[src/rtl/imem_loader.sv]
// Serial boot loader: assembles little-endian bytes into 32-bit words,
// writes them to instruction memory and releases the core when finished.
// Optional: define LOADER_CHECKSUM_EN to require a trailing XOR checksum
// byte before the core is released (mismatch sets the sticky err flag).
module imem_loader (
    input  logic        clk,
    input  logic        reset,
    input  logic        start,
    input  logic        run,
    input  logic [5:0]  load_len,
    input  logic [7:0]  byte_in,
    input  logic        byte_valid,
    output logic        byte_ready,
    output logic        imem_we,
    output logic [4:0]  imem_addr,
    output logic [31:0] imem_wdata,
    output logic        core_reset,
    output logic        busy,
    output logic        done,
    output logic        err
);

    localparam int unsigned ADDR_W    = 5;
    localparam int unsigned DATA_W    = 32;
    localparam int unsigned LEN_W     = 6;
    localparam int unsigned BYTE_W    = 8;
    localparam int unsigned MAX_WORDS = 32;

    typedef enum logic [2:0] {
        IDLE  = 3'd0,
        LOAD  = 3'd1,
        WRITE = 3'd2,
        CHECK = 3'd3,
        RUN   = 3'd4
    } state_t;

    state_t              state;
    state_t              state_next;
    logic [LEN_W-1:0]    word_cnt;
    logic [LEN_W-1:0]    written_cnt;
    logic [ADDR_W-1:0]   word_idx;
    logic [1:0]          byte_cnt;
    logic [23:0]         word_buf;
    logic                accept;
    logic                start_ok;
    logic                last_byte;
    logic                more_words;
    logic [LEN_W-1:0]    len_clamped;
`ifdef LOADER_CHECKSUM_EN
    logic [BYTE_W-1:0]   csum;
    logic                err_q;
`endif

    // Handshake and session-control decodes shared by FSM and datapath
    always_comb begin
        accept      = byte_valid && byte_ready;
        start_ok    = start && ((state == IDLE) || (state == RUN));
        last_byte   = (byte_cnt == 2'd3);
        more_words  = (written_cnt + LEN_W'(1)) < word_cnt;
        len_clamped = ((load_len == '0) || (load_len > LEN_W'(MAX_WORDS)))
                      ? LEN_W'(MAX_WORDS) : load_len;
    end

    // State register
    always_ff @(posedge clk) begin
        if (reset) begin
            state <= IDLE;
        end else begin
            state <= state_next;
        end
    end

    // Next-state logic
    always_comb begin
        state_next = state;
        case (state)
            IDLE: begin
                if (start) begin
                    state_next = LOAD;
                end else if (run) begin
                    state_next = RUN;
                end
            end
            RUN: begin
                if (start) begin
                    state_next = LOAD;
                end
            end
            LOAD: begin
                if (accept && last_byte) begin
                    state_next = WRITE;
                end
            end
            WRITE: begin
                if (more_words) begin
                    state_next = LOAD;
                end else begin
`ifdef LOADER_CHECKSUM_EN
                    state_next = CHECK;
`else
                    state_next = RUN;
`endif
                end
            end
            CHECK: begin
`ifdef LOADER_CHECKSUM_EN
                if (accept) begin
                    state_next = (byte_in == csum) ? RUN : IDLE;
                end
`else
                state_next = IDLE;
`endif
            end
            default: state_next = IDLE;
        endcase
    end

    // Session counters, byte assembly and checksum
    always_ff @(posedge clk) begin
        if (reset) begin
            word_cnt    <= '0;
            written_cnt <= '0;
            word_idx    <= '0;
            byte_cnt    <= '0;
            word_buf    <= '0;
`ifdef LOADER_CHECKSUM_EN
            csum        <= '0;
            err_q       <= 1'b0;
`endif
        end else if (start_ok) begin
            word_cnt    <= len_clamped;
            written_cnt <= '0;
            word_idx    <= '0;
            byte_cnt    <= '0;
            word_buf    <= '0;
`ifdef LOADER_CHECKSUM_EN
            csum        <= '0;
            err_q       <= 1'b0;
`endif
        end else begin
            if ((state == LOAD) && accept) begin
                byte_cnt <= byte_cnt + 2'd1;
                case (byte_cnt)
                    2'd0:    word_buf[7:0]   <= byte_in;
                    2'd1:    word_buf[15:8]  <= byte_in;
                    2'd2:    word_buf[23:16] <= byte_in;
                    default: word_buf        <= word_buf;
                endcase
`ifdef LOADER_CHECKSUM_EN
                csum <= csum ^ byte_in;
`endif
            end
            if (state == WRITE) begin
                word_idx    <= word_idx + ADDR_W'(1);
                written_cnt <= written_cnt + LEN_W'(1);
            end
`ifdef LOADER_CHECKSUM_EN
            if ((state == CHECK) && accept && (byte_in != csum)) begin
                err_q <= 1'b1;
            end
`endif
        end
    end

    // Registered outputs, decoded from the state being entered
    always_ff @(posedge clk) begin
        if (reset) begin
            byte_ready <= 1'b0;
            imem_we    <= 1'b0;
            imem_addr  <= '0;
            imem_wdata <= '0;
            core_reset <= 1'b1;
            busy       <= 1'b0;
            done       <= 1'b0;
        end else begin
            byte_ready <= (state_next == LOAD) || (state_next == CHECK);
            imem_we    <= (state_next == WRITE);
            imem_addr  <= (state_next == WRITE) ? word_idx : '0;
            imem_wdata <= (state_next == WRITE) ? {byte_in, word_buf} : DATA_W'(0);
            core_reset <= (state_next != RUN);
            busy       <= (state_next == LOAD) || (state_next == WRITE) ||
                          (state_next == CHECK);
            done       <= (state_next == RUN) &&
                          ((state == WRITE) || (state == CHECK));
        end
    end

`ifdef LOADER_CHECKSUM_EN
    assign err = err_q;
`else
    assign err = 1'b0;
`endif

endmodule

[config.mk]
export PLATFORM = sky130hd
export DESIGN_NAME = imem_loader
export DESIGN_NICKNAME = d
export VERILOG_FILES = /design/src/rtl/imem_loader.sv
export SDC_FILE = /design/constraint.sdc
export NUM_CORES = 1
export LEC_CHECK = 0
export CORE_ASPECT_RATIO = 0.8
export CORE_MARGIN = 10
export CORE_UTILIZATION = 51
export DETAILED_ROUTE_END_ITERATION = 16
export PLACE_DENSITY = 0.79
export SLEW_MARGIN = 20
export SYNTH_ARGS = -nofsm -noshare
export SYNTH_HDL_FRONTEND = slang
export SYNTH_SLANG_ARGS = --single-unit
[constraint.sdc]
create_clock -name clk -period 2.5 [get_ports clk]
set_clock_uncertainty 0.05 [all_clocks]
set_input_delay 0.5 -clock clk [delete_from_list [all_inputs] [get_ports clk]]
set_output_delay 0.5 -clock clk [all_outputs]
set_load 0.02 [all_outputs]
* Yosys cells after proc, flatten, opt, wreduce, memory -nomap -nowiden
Cells that the tools add are included.
Operators by class: add/sub/neg operators 3, $mul 0, divide/modulo/power cells 0, order comparisons 2, equality and inequality tests 12, shift-type cells 0, multiplexer cells 7, bitwise operators 1, reduce and logical (&&, ||, !) cells 19
Operator list (number):
- 3-bit two-way mux | 5
- 3-bit by 2-bit equality test with 1-bit output (second input constant) | 4
- 3-bit case mux with 4 select lines | 1
- 6-bit by 1-bit adder with 6-bit output (second input constant) | 1
- 3-bit by 1-bit equality test with 1-bit output (second input constant) | 2
- 3-bit equality test (second input constant) | 2
- 6-bit > comparator (second input constant) | 1
- 6-bit zero test | 1
- 1-bit logical OR | 6
- 6-bit < comparator | 1
- 6-bit two-way mux | 1
- 2-bit AND reduction | 3
- 5-bit by 1-bit adder with 5-bit output (second input constant) | 1
- 1-bit logical AND | 5
- 2-bit equality test (second input constant) | 2
- 2-bit OR reduction | 2
- 3-bit zero test | 1
- 3-bit inequality test (second input constant) | 1
- 2-bit by 1-bit adder with 2-bit output (second input constant) | 1
- 2-bit by 1-bit equality test with 1-bit output (second input constant) | 1
- 2-bit zero test | 1
- 1-bit inverter | 1
Word-level totals: flip-flop bits (word level) 88, bits in latches 0, memory bits (writable) 0, ROM bits 0, input bits 19, output and inout bits 43, memories kept 0

* Depth between registers and ports, before layout
Gate-level depths: netlist (run 1).
word-level depth 7, gate-level depth with buffers 8, mapped depth without buffers 8

* Worst setup path before layout (run 1)
OpenSTA, ideal clock, no wires.
path type reg2reg, from reg written_cnt[0], to reg busy, arrival 1.912 ns, path slack 0.464 ns, stages on the path, launching flop included 9, path buffers 0, clock period less this slack 2.036 ns, cells stage by stage dfxtp_1 ha_1 nand3_1 xnor2_1 ha_1 and4_1 o21a_1 or3b_1 a31oi_1
Between the ends: cells in the longest elaborated chain, start to end 7
Ends and longest elaborated chain:
- start, declared | RTL line 40 | logic [LEN_W-1:0] written_cnt;
- start signal, assigned | RTL line 155 | written_cnt <= written_cnt + LEN_W'(1);
- 6-bit by 1-bit adder with 6-bit output * | RTL line 59 | more_words = (written_cnt + LEN_W'(1)) < word_cnt;
- 6-bit < comparator * | RTL line 59
- 3-bit two-way mux * | RTL line 95 | if (more_words) begin
- 3-bit case mux with 4 select lines * | RTL line 76 | case (state)
- 3-bit by 1-bit equality test with 1-bit output / 3-bit by 2-bit equality test with 1-bit output (equally long branches) | RTL line 181 | busy <= (state_next == LOAD) || (state_next == WRITE) ||
- 1-bit logical OR | RTL line 181
- 1-bit logical OR * | RTL line 181
- end signal, assigned | RTL line 181
- end, declared | RTL line 18 | output logic busy,
Every way passes the cells marked *; elsewhere a longest branch is shown, timed or not. A chain may end at the register's enable or synchronous reset.

* Worst setup path after layout (run 1)
Ends and elaborated chain as after synthesis.

==> impl_metrics.tcl, run 1 <==
set metrics [dict create \
    cp.required_ns 2.73 \
    nFillCells 481 \
    finalNetCount 391 \
    leakage_nw 1.70 \
    ys_types 34 \
    cp_max_fo 6 \
    avgSynthCellArea_sq_um 10.7 \
    avgRoutedWirePerCell_um 14.4 \
    final_cell_mix "88 x dfxtp_1, 60 x clkdlybuf4s50_1, 41 x nor2_1, 38 x and2_1, 27 x mux2i_1" \
    post_route_cells_drive_above_1_share_pct 7.38 \
    cts_tree "yes" \
    grt_overflow 0 \
    hold_class "reg -> reg" \
    grt_max_degree 39 \
    final_area_sq_um 4070 \
    post_cts_resized 0 \
    max_freq_ghz 0.451 \
    crit_top_cell "ha_1" \
    drt-met1-wl_um 2930 \
    syn_to_final_growth_pct 28.0 \
    fin_cells 447 \
    finalHoldViolCount 0 \
    io_pins 62 \
    core_area_sq_um 5970 \
    dr_wl_met3_um 447 \
    numPortBuffers 60 \
    seq_power_share_pct 55.5 \
    path_cells "ha_1 -> nand3_1 -> xnor2_1 -> ha_1 -> and4_1 -> o21a_1 -> or3b_1 -> a31oi_1" \
    rows 25 \
    synthArstFlopShare_pct 0 \
    drtPass1Iterations 4 \
    dr_wl_met2_um 2990 \
    cts.path.max_buffers 2 \
    first_iter_violations 46 \
    cts_setup_buffers 0 \
    final_common_cell "dfxtp_1" \
    clock-root-buffer "clkbuf_8" \
    die_height_um 90.6 \
    powerDensity_nw_per_um2 630 \
    power_switching_uw 589 \
    cts_max_level 3 \
    antenna_left 0 \
    die_area_sq_um 9810 \
    vdd_drop_max_v 0.000438 \
    track_usage_pct 13.8 \
    worst-setup-path-type "reg -> reg" \
    path_buf_inv 0 \
    vias 2140 \
    grt_pass1_wl_um 10800 \
    synthCells 298 \
    clkTransAtPathRegs_ns 0.09 \
    synth_fp_nets 328 \
    gp_congestion 0.763 \
    fin_crit_sh_pct 88.7 \
    hpwl_um 4620 \
    p_total_mw 2.56 \
    rsz0062_at_grt "false" \
    p_sw_share_pct 23.0 \
    crit_arrival_ns 2.45 \
    syn_area_sq_um 3180 \
    crit_family "simple AND/OR/NAND/NOR gates" \
    drc 0 \
    die_x_um 108 \
    cp_slowest_cell "dfxtp_1" \
    maxSlewViolCount 0 \
    start_util_pct 53.2 \
    status "finished, final reports clean" \
    numCtsBuffers 9 \
    wirelength_um 6440 \
    cpPeakStageDelay_ns 0.43 \
    cp-end-kind "register" \
    tns_ns 0 \
    finalSetupViolations 0 \
    ys_seq_area_share_pct 55.4 \
    viasPerCell 4.79 \
    final_util_pct 68.1 \
    start_kind "register" \
    ys_ff_latch 88 \
    ctsHoldBuffers 0 \
    clock-sinks 88 \
    comb_power_share_pct 4.9 \
    maxCapViolations 0 \
    fin_crit_ns 2.22 \
    synth_edf_count 0 \
    clock_latency_ns 0.35 \
    yosysWarnings 0 \
    dp_cells 431 \
    dpl-instance-area_sq_um 3850 \
    grt_pass1_vias 2200 \
    yosys_most_used_dff "dfxtp_1" \
    antenna_found_initial 0 \
    top_layer_used "met4" \
    diodes 0 \
    p_clk_share_pct 39.6 \
    p_int_mw 1.97 \
]
==> area by class of cell <==
class / count / area [sq um] / area share [%]
Sequential cell: 88 / 1760 / 43.3
Timing Repair Buffer: 65 / 638 / 15.7
Tap cell: 81 / 101 / 2.49
Inverter: 7 / 26.3 / 0.646
Clock inverter: 6 / 75.1 / 1.85
Clock buffer: 10 / 138 / 3.38
Multi-Input combinational cell: 190 / 1330 / 32.6
==> stage by stage <==
step,hold slack (ns),setup WS (ns)
floorplan,0.379,0.464
global placement,0.385,0.387
detailed placement,0.390,0.309
CTS,0.406,0.285
global route,0.422,0.123
finish,0.404,0.281
==> registers in the layout, indices dropped and copies added, names as in the netlist <==
register and cells:
byte_ready 1, imem_addr 5, imem_we 1, written_cnt 6, state 3, core_reset 1
word_cnt 6, word_idx 5, imem_wdata 32, word_buf 24, byte_cnt 2, busy 1
done 1
==> power groups by stage <==
stage                     logic [mW]  clock network (mW)  registers, mW
after global routing           0.136                1.10           1.42
final                          0.125                1.01           1.42
after global placement         0.123                   0           1.46
after CTS                      0.126                1.04           1.42
after floorplan               0.0627                   0           1.46
after detailed placement       0.125                   0           1.46
==> Yosys cell counts (all sizes together) (2+ instances only) <==
cell	number	area share, %
a21oi	11	1.7
and2	38	7.5
buf	7	1.3
clkbuf	6	0.83
dfxtp	88	55
ha	11	4.3
inv	7	0.83
mux2i	27	8.5
nand2	10	1.2
nand2b	2	0.39
nand3	5	0.79
nand3b	5	1.2
nand4	7	2.8
nor2	41	4.8
nor3	4	0.79
nor3b	2	0.98
o21ai	3	0.47
xnor2	6	1.7
xor2	8	2.2
==> per-layer routing <==
| metal | up-vias | track usage, % |
|---|---|---|
| li1 | 1106 | - |
| met1 | 986 | 16.3 |
| met2 | 42 | 21.8 |
| met3 | 6 | 5.78 |
| met4 | 0 | 5.26 |
| met5 | - | 0 |
==> path summary, 6_finish.rpt <==
path | to | slack, ns | cells past startpoint | startpoint
worst max-delay path | busy$_SDFF_PP0_ | 0.28 | 8 | written_cnt[0]$_SDFFE_PP0N_
worst min-delay path | imem_wdata[6]$_SDFF_PP0_ | 0.40 | 1 | word_buf[6]$_SDFFE_PP0P_
worst max register to register | busy$_SDFF_PP0_ | 0.28 | 8 | written_cnt[0]$_SDFFE_PP0N_
worst min register to register | imem_wdata[6]$_SDFF_PP0_ | 0.40 | 1 | word_buf[6]$_SDFFE_PP0P_
==> kinds of logic (layout without fill, tap and decap cells) <==
family	Yosys count	count (layout)	share of synthesized area [%]
AO/OA/AOI/OAI	19	19	3.35
buffers and inverters	20	88	2.99
adder cells (fa/ha/maj)	11	11	4.33
other	1	1	0.118
multiplexers	27	27	8.50
XOR/XNOR	14	14	3.86
flip-flops	88	88	55.4
AND/OR/NAND/NOR	118	118	21.4
(Power assumes the default switching activity.)
==> run 2: changes to the inputs <==
Clock period 2.5 ns to 2.1 ns, I/O delays scaled along.
==> impl_metrics.tcl, run 2 (synthesis results as in run 1) <==
set metrics [dict create \
    status "finished, final reports clean" \
    top_register "imem_wdata" \
    numCtsBuffers 9 \
    crit_arrival_ns 2.32 \
    antenna_left 0 \
    grt_pass1_wl_um 10700 \
    vias 2185 \
    clock_latency_ns 0.36 \
    dpl-instance-area_sq_um 3930 \
    clock-sinks 88 \
    maxSlewViolCount 0 \
    powerDensity_nw_per_um2 743 \
    max_freq_ghz 0.480 \
    post_route_cells_drive_above_1_share_pct 11.3 \
    start_kind "register" \
    gp_congestion 0.863 \
    worst-setup-path-type "reg -> reg" \
    wirelength_um 6460 \
    finalNetCount 398 \
    die_height_um 90.6 \
    core_area_sq_um 5970 \
    grt_pass1_vias 2231 \
    syn_to_final_growth_pct 31.6 \
    antenna_found_initial 0 \
    cts_max_level 3 \
    drc 0 \
    finalSetupViolations 0 \
    final_util_pct 70.0 \
    cp.required_ns 2.33 \
    cts.path.max_buffers 2 \
    clock-root-buffer "clkbuf_8" \
    numPortBuffers 60 \
    grt_max_degree 39 \
    die_x_um 108 \
    dp_cells 437 \
    first_iter_violations 91 \
    fin_crit_sh_pct 99.1 \
    post-place-ws_ns 0.0559 \
    clkTransAtPathRegs_ns 0.08 \
    final_common_cell "dfxtp_1" \
    maxCapViolations 0 \
    vdd_drop_max_v 0.000590 \
    avgRoutedWirePerCell_um 14.2 \
    rsz0062_at_grt "true" \
    start_util_pct 53.2 \
    nFillCells 426 \
    fin_ws_ns 0.0185 \
    p_total_mw 3.11 \
    grt_overflow 0 \
    drtPass1Iterations 5 \
    tns_ns 0 \
    track_usage_pct 13.7 \
    viasPerCell 4.81 \
    die_area_sq_um 9810 \
    fin_cells 454 \
    finalHoldViolCount 0 \
    io_pins 62 \
    final_cell_mix "85 x dfxtp_1, 60 x clkdlybuf4s50_1, 41 x nor2_1, 38 x and2_1, 27 x mux2i_1" \
    whs_ns 0.405 \
    leakage_nw 1.75 \
    reg_top3 "imem_wdata x32, word_buf x24" \
    hold_class "reg -> reg" \
    ctsHoldBuffers 0 \
    final_area_sq_um 4180 \
    cp_max_fo 3 \
    rows 25 \
    diodes 0 \
    hpwl_um 4560 \
    fin_crit_ns 2.08 \
    largest_reg_flops 32 \
    cts_tree "yes" \
    cp-end-kind "register" \
]
==> run 2: repair_timing <==
action,4_1_cts,5_1_grt
setup buffers,0,1
gates resized for setup,0,9
endpoints found under the setup margin,0,5
endpoints found under the hold margin,0,0
==> run 2: final timing paths <==
| path | to | depth (start not counted) | start | slack [ns] |
|---|---|---|---|---|
| setup / recovery | busy$_SDFF_PP0_ | 8 | written_cnt[4]$_SDFFE_PP0N_ | 0.02 |
| hold / removal | word_cnt[4]$_SDFFE_PP0P_ | 2 | word_cnt[4]$_SDFFE_PP0P_ | 0.40 |
| setup reg to reg | busy$_SDFF_PP0_ | 8 | written_cnt[4]$_SDFFE_PP0N_ | 0.02 |
| hold reg to reg | word_cnt[4]$_SDFFE_PP0P_ | 2 | word_cnt[4]$_SDFFE_PP0P_ | 0.40 |
==> run 2: area by class of cell <==
type	count	area, sq um	share of cell area, %
sequential	88	1770	42.2
clock inverter	6	91.3	2.18
clock buffer	10	128	3.05
timing repair buffer	72	716	17.1
tap	81	101	2.42
multi-input combinational	190	1360	32.4
inverter	7	26.3	0.628
==> run 2: worst max-delay path, stage by stage (launching register included) <==
cell and delay [ns]:
dfxtp_2 0.34, and3_4 0.19, nand3_2 0.09, xnor2_2 0.15
ha_1 0.33, and4_1 0.19, o21a_1 0.11, or3b_4 0.41
a31oi_1 0.16
==> run 2: routing by layer <==
metal,global-route usage (%),share of wire [%],vias to the layer above
met5,0,0,-
met4,4.82,1.4,0
met3,6.21,7.1,9
met2,22.5,48,45
met1,15.2,43,1014
li1,-,-,1117
==> run 2: where the power goes <==
| group | switching (mW) | internal (mW) | leakage (nW) |
|---|---|---|---|
| clock | 0.587 | 0.674 | 0.0991 |
| sequential | 0.00850 | 1.68 | 0.712 |
| combinational | 0.0843 | 0.0742 | 0.942 |
==> run 3: changes to the inputs <==
Settings changed: RECOVER_POWER from default to 100.
==> impl_metrics.tcl, run 3 (synthesis results as in run 1) <==
set metrics [dict create \
    status "finished, final reports clean" \
    core_area_sq_um 5970 \
    gp_congestion 0.863 \
    cp.required_ns 2.33 \
    grt_pass1_vias 2231 \
    rrSetupSlack_ns 0.02 \
    io_pins 62 \
    ctsHoldBuffers 0 \
    powerDensity_nw_per_um2 745 \
    final_util_pct 69.5 \
    rsz0062_at_grt "true" \
    seqCellArea_sq_um 1770 \
    start_util_pct 53.2 \
    viasPerCell 4.81 \
    track_usage_pct 13.7 \
    wirelength_um 6420 \
    cts_max_level 3 \
    slew_headroom_pct 49.8 \
    leakage_nw 1.87 \
    die_height_um 90.6 \
    cts.path.max_buffers 2 \
    fin_ws_ns 0.0199 \
    rows 25 \
    largest_reg_flops 32 \
    antenna_left 0 \
    hpwl_um 4560 \
    clock-sinks 88 \
    cts_tree "yes" \
    grt_pass1_wl_um 10700 \
    final_common_cell "dfxtp_1" \
    clock-root-buffer "clkbuf_8" \
    finalNetCount 398 \
    clock_latency_ns 0.35 \
    p_total_mw 3.09 \
    maxCapViolations 0 \
    clkTransAtPathRegs_ns 0.08 \
    maxSlewViolCount 0 \
    post_route_cells_drive_above_1_share_pct 11.3 \
    final_cell_mix "85 x dfxtp_1, 43 x dlygate4sd3_1, 41 x nor2_1, 27 x mux2i_1, 26 x and2_1" \
    reg_top3 "imem_wdata x32, word_buf x24" \
    regToRegEndpoint "busy$_SDFF_PP0_" \
    diodes 0 \
    fin_crit_sh_pct 99.1 \
    finalHoldViolCount 0 \
    cp-end-kind "register" \
    cp_max_fo 3 \
    die_x_um 108 \
    finalSetupViolations 0 \
    numPortBuffers 60 \
    top_register "imem_wdata" \
    fin_crit_ns 2.08 \
    vias 2182 \
    first_iter_violations 86 \
    max_freq_ghz 0.481 \
    nFillCells 430 \
    avgRoutedWirePerCell_um 14.1 \
    multi_input_area_sq_um 1360 \
    start_kind "register" \
    tightestPinTransition_ns 0.753 \
    crit_arrival_ns 2.31 \
    die_area_sq_um 9810 \
    syn_to_final_growth_pct 30.7 \
    numCtsBuffers 9 \
    worst-setup-path-type "reg -> reg" \
    holdPathEnd "word_cnt[4]$_SDFFE_PP0P_" \
    post-place-ws_ns 0.0559 \
    drtPass1Iterations 4 \
    vdd_drop_max_v 0.000586 \
    drc 0 \
    min_from "word_cnt[4]$_SDFFE_PP0P_" \
    grt_max_degree 39 \
    hold_class "reg -> reg" \
    grt_overflow 0 \
    antenna_found_initial 0 \
    r2r.worst_path.cells 8 \
    hold_depth 2 \
    r2r-start "written_cnt[4]$_SDFFE_PP0N_" \
]
[run 3: how the worst max path moves through the flow]
| stage | cells after the start | end | start |
|---|---|---|---|
| final | 8 | busy$_SDFF_PP0_ | written_cnt[4]$_SDFFE_PP0N_ |
| after detailed placement | 8 | busy$_SDFF_PP0_ | written_cnt[0]$_SDFFE_PP0N_ |
| after CTS | 8 | busy$_SDFF_PP0_ | written_cnt[4]$_SDFFE_PP0N_ |
| after floorplan | 8 | busy$_SDFF_PP0_ | written_cnt[0]$_SDFFE_PP0N_ |
| after global placement | 8 | busy$_SDFF_PP0_ | written_cnt[0]$_SDFFE_PP0N_ |
| after global routing | 8 | state[2]$_SDFF_PP0_ | written_cnt[3]$_SDFFE_PP0N_ |
[run 3: per-layer routing]
layer	vias to the layer above	global-route usage [%]	wire length [um]
met1	1011	15.2	2750
met2	49	22.5	3120
li1	1116	-	-
met3	6	6.21	479
met4	0	4.82	72
met5	-	0	0
[run 3: timing repair]
action,CTS,global route
endpoints found under the setup margin,0,5
gates resized for setup,0,9
setup buffers,0,1
[run 3: worst max-delay path, stage by stage, from the launching register on]
cell and delay, ns:
dfxtp_2 0.34, and3_4 0.19, nand3_2 0.09, xnor2_2 0.15, ha_1 0.33, and4_1 0.19, o21a_1 0.11, or3b_4 0.41
a31oi_1 0.16
[run 3: per-stage QoR]
stage	hold WS [ns]	instance area [sq um]	instances	TNS, ns
6_report	0.405	4150	454	0
5_1_grt	0.431	4150	454	-0.0667
4_1_cts	0.406	4140	453	0
3_5_place_dp	0.392	3930	437	0
3_3_place_gp	0.385	3930	437	0
2_1_floorplan	0.379	3180	298	0
[run 3: cell type report]
type	count	area share, %
Multi-Input combinational cell	190	32.6
Sequential cell	88	42.5
Inverter	7	0.633
Tap cell	81	2.44
Clock inverter	6	2.20
Clock buffer	10	3.07
Timing Repair Buffer	72	16.5
[run 3: report_power, final]
| group | internal, mW | switching (mW) | total (mW) |
|---|---|---|---|
| Clock | 0.674 | 0.581 | 1.25 |
| Sequential | 1.68 | 0.00826 | 1.69 |
| Combinational | 0.0676 | 0.0834 | 0.151 |
| Total | 2.42 | 0.673 | 3.09 |
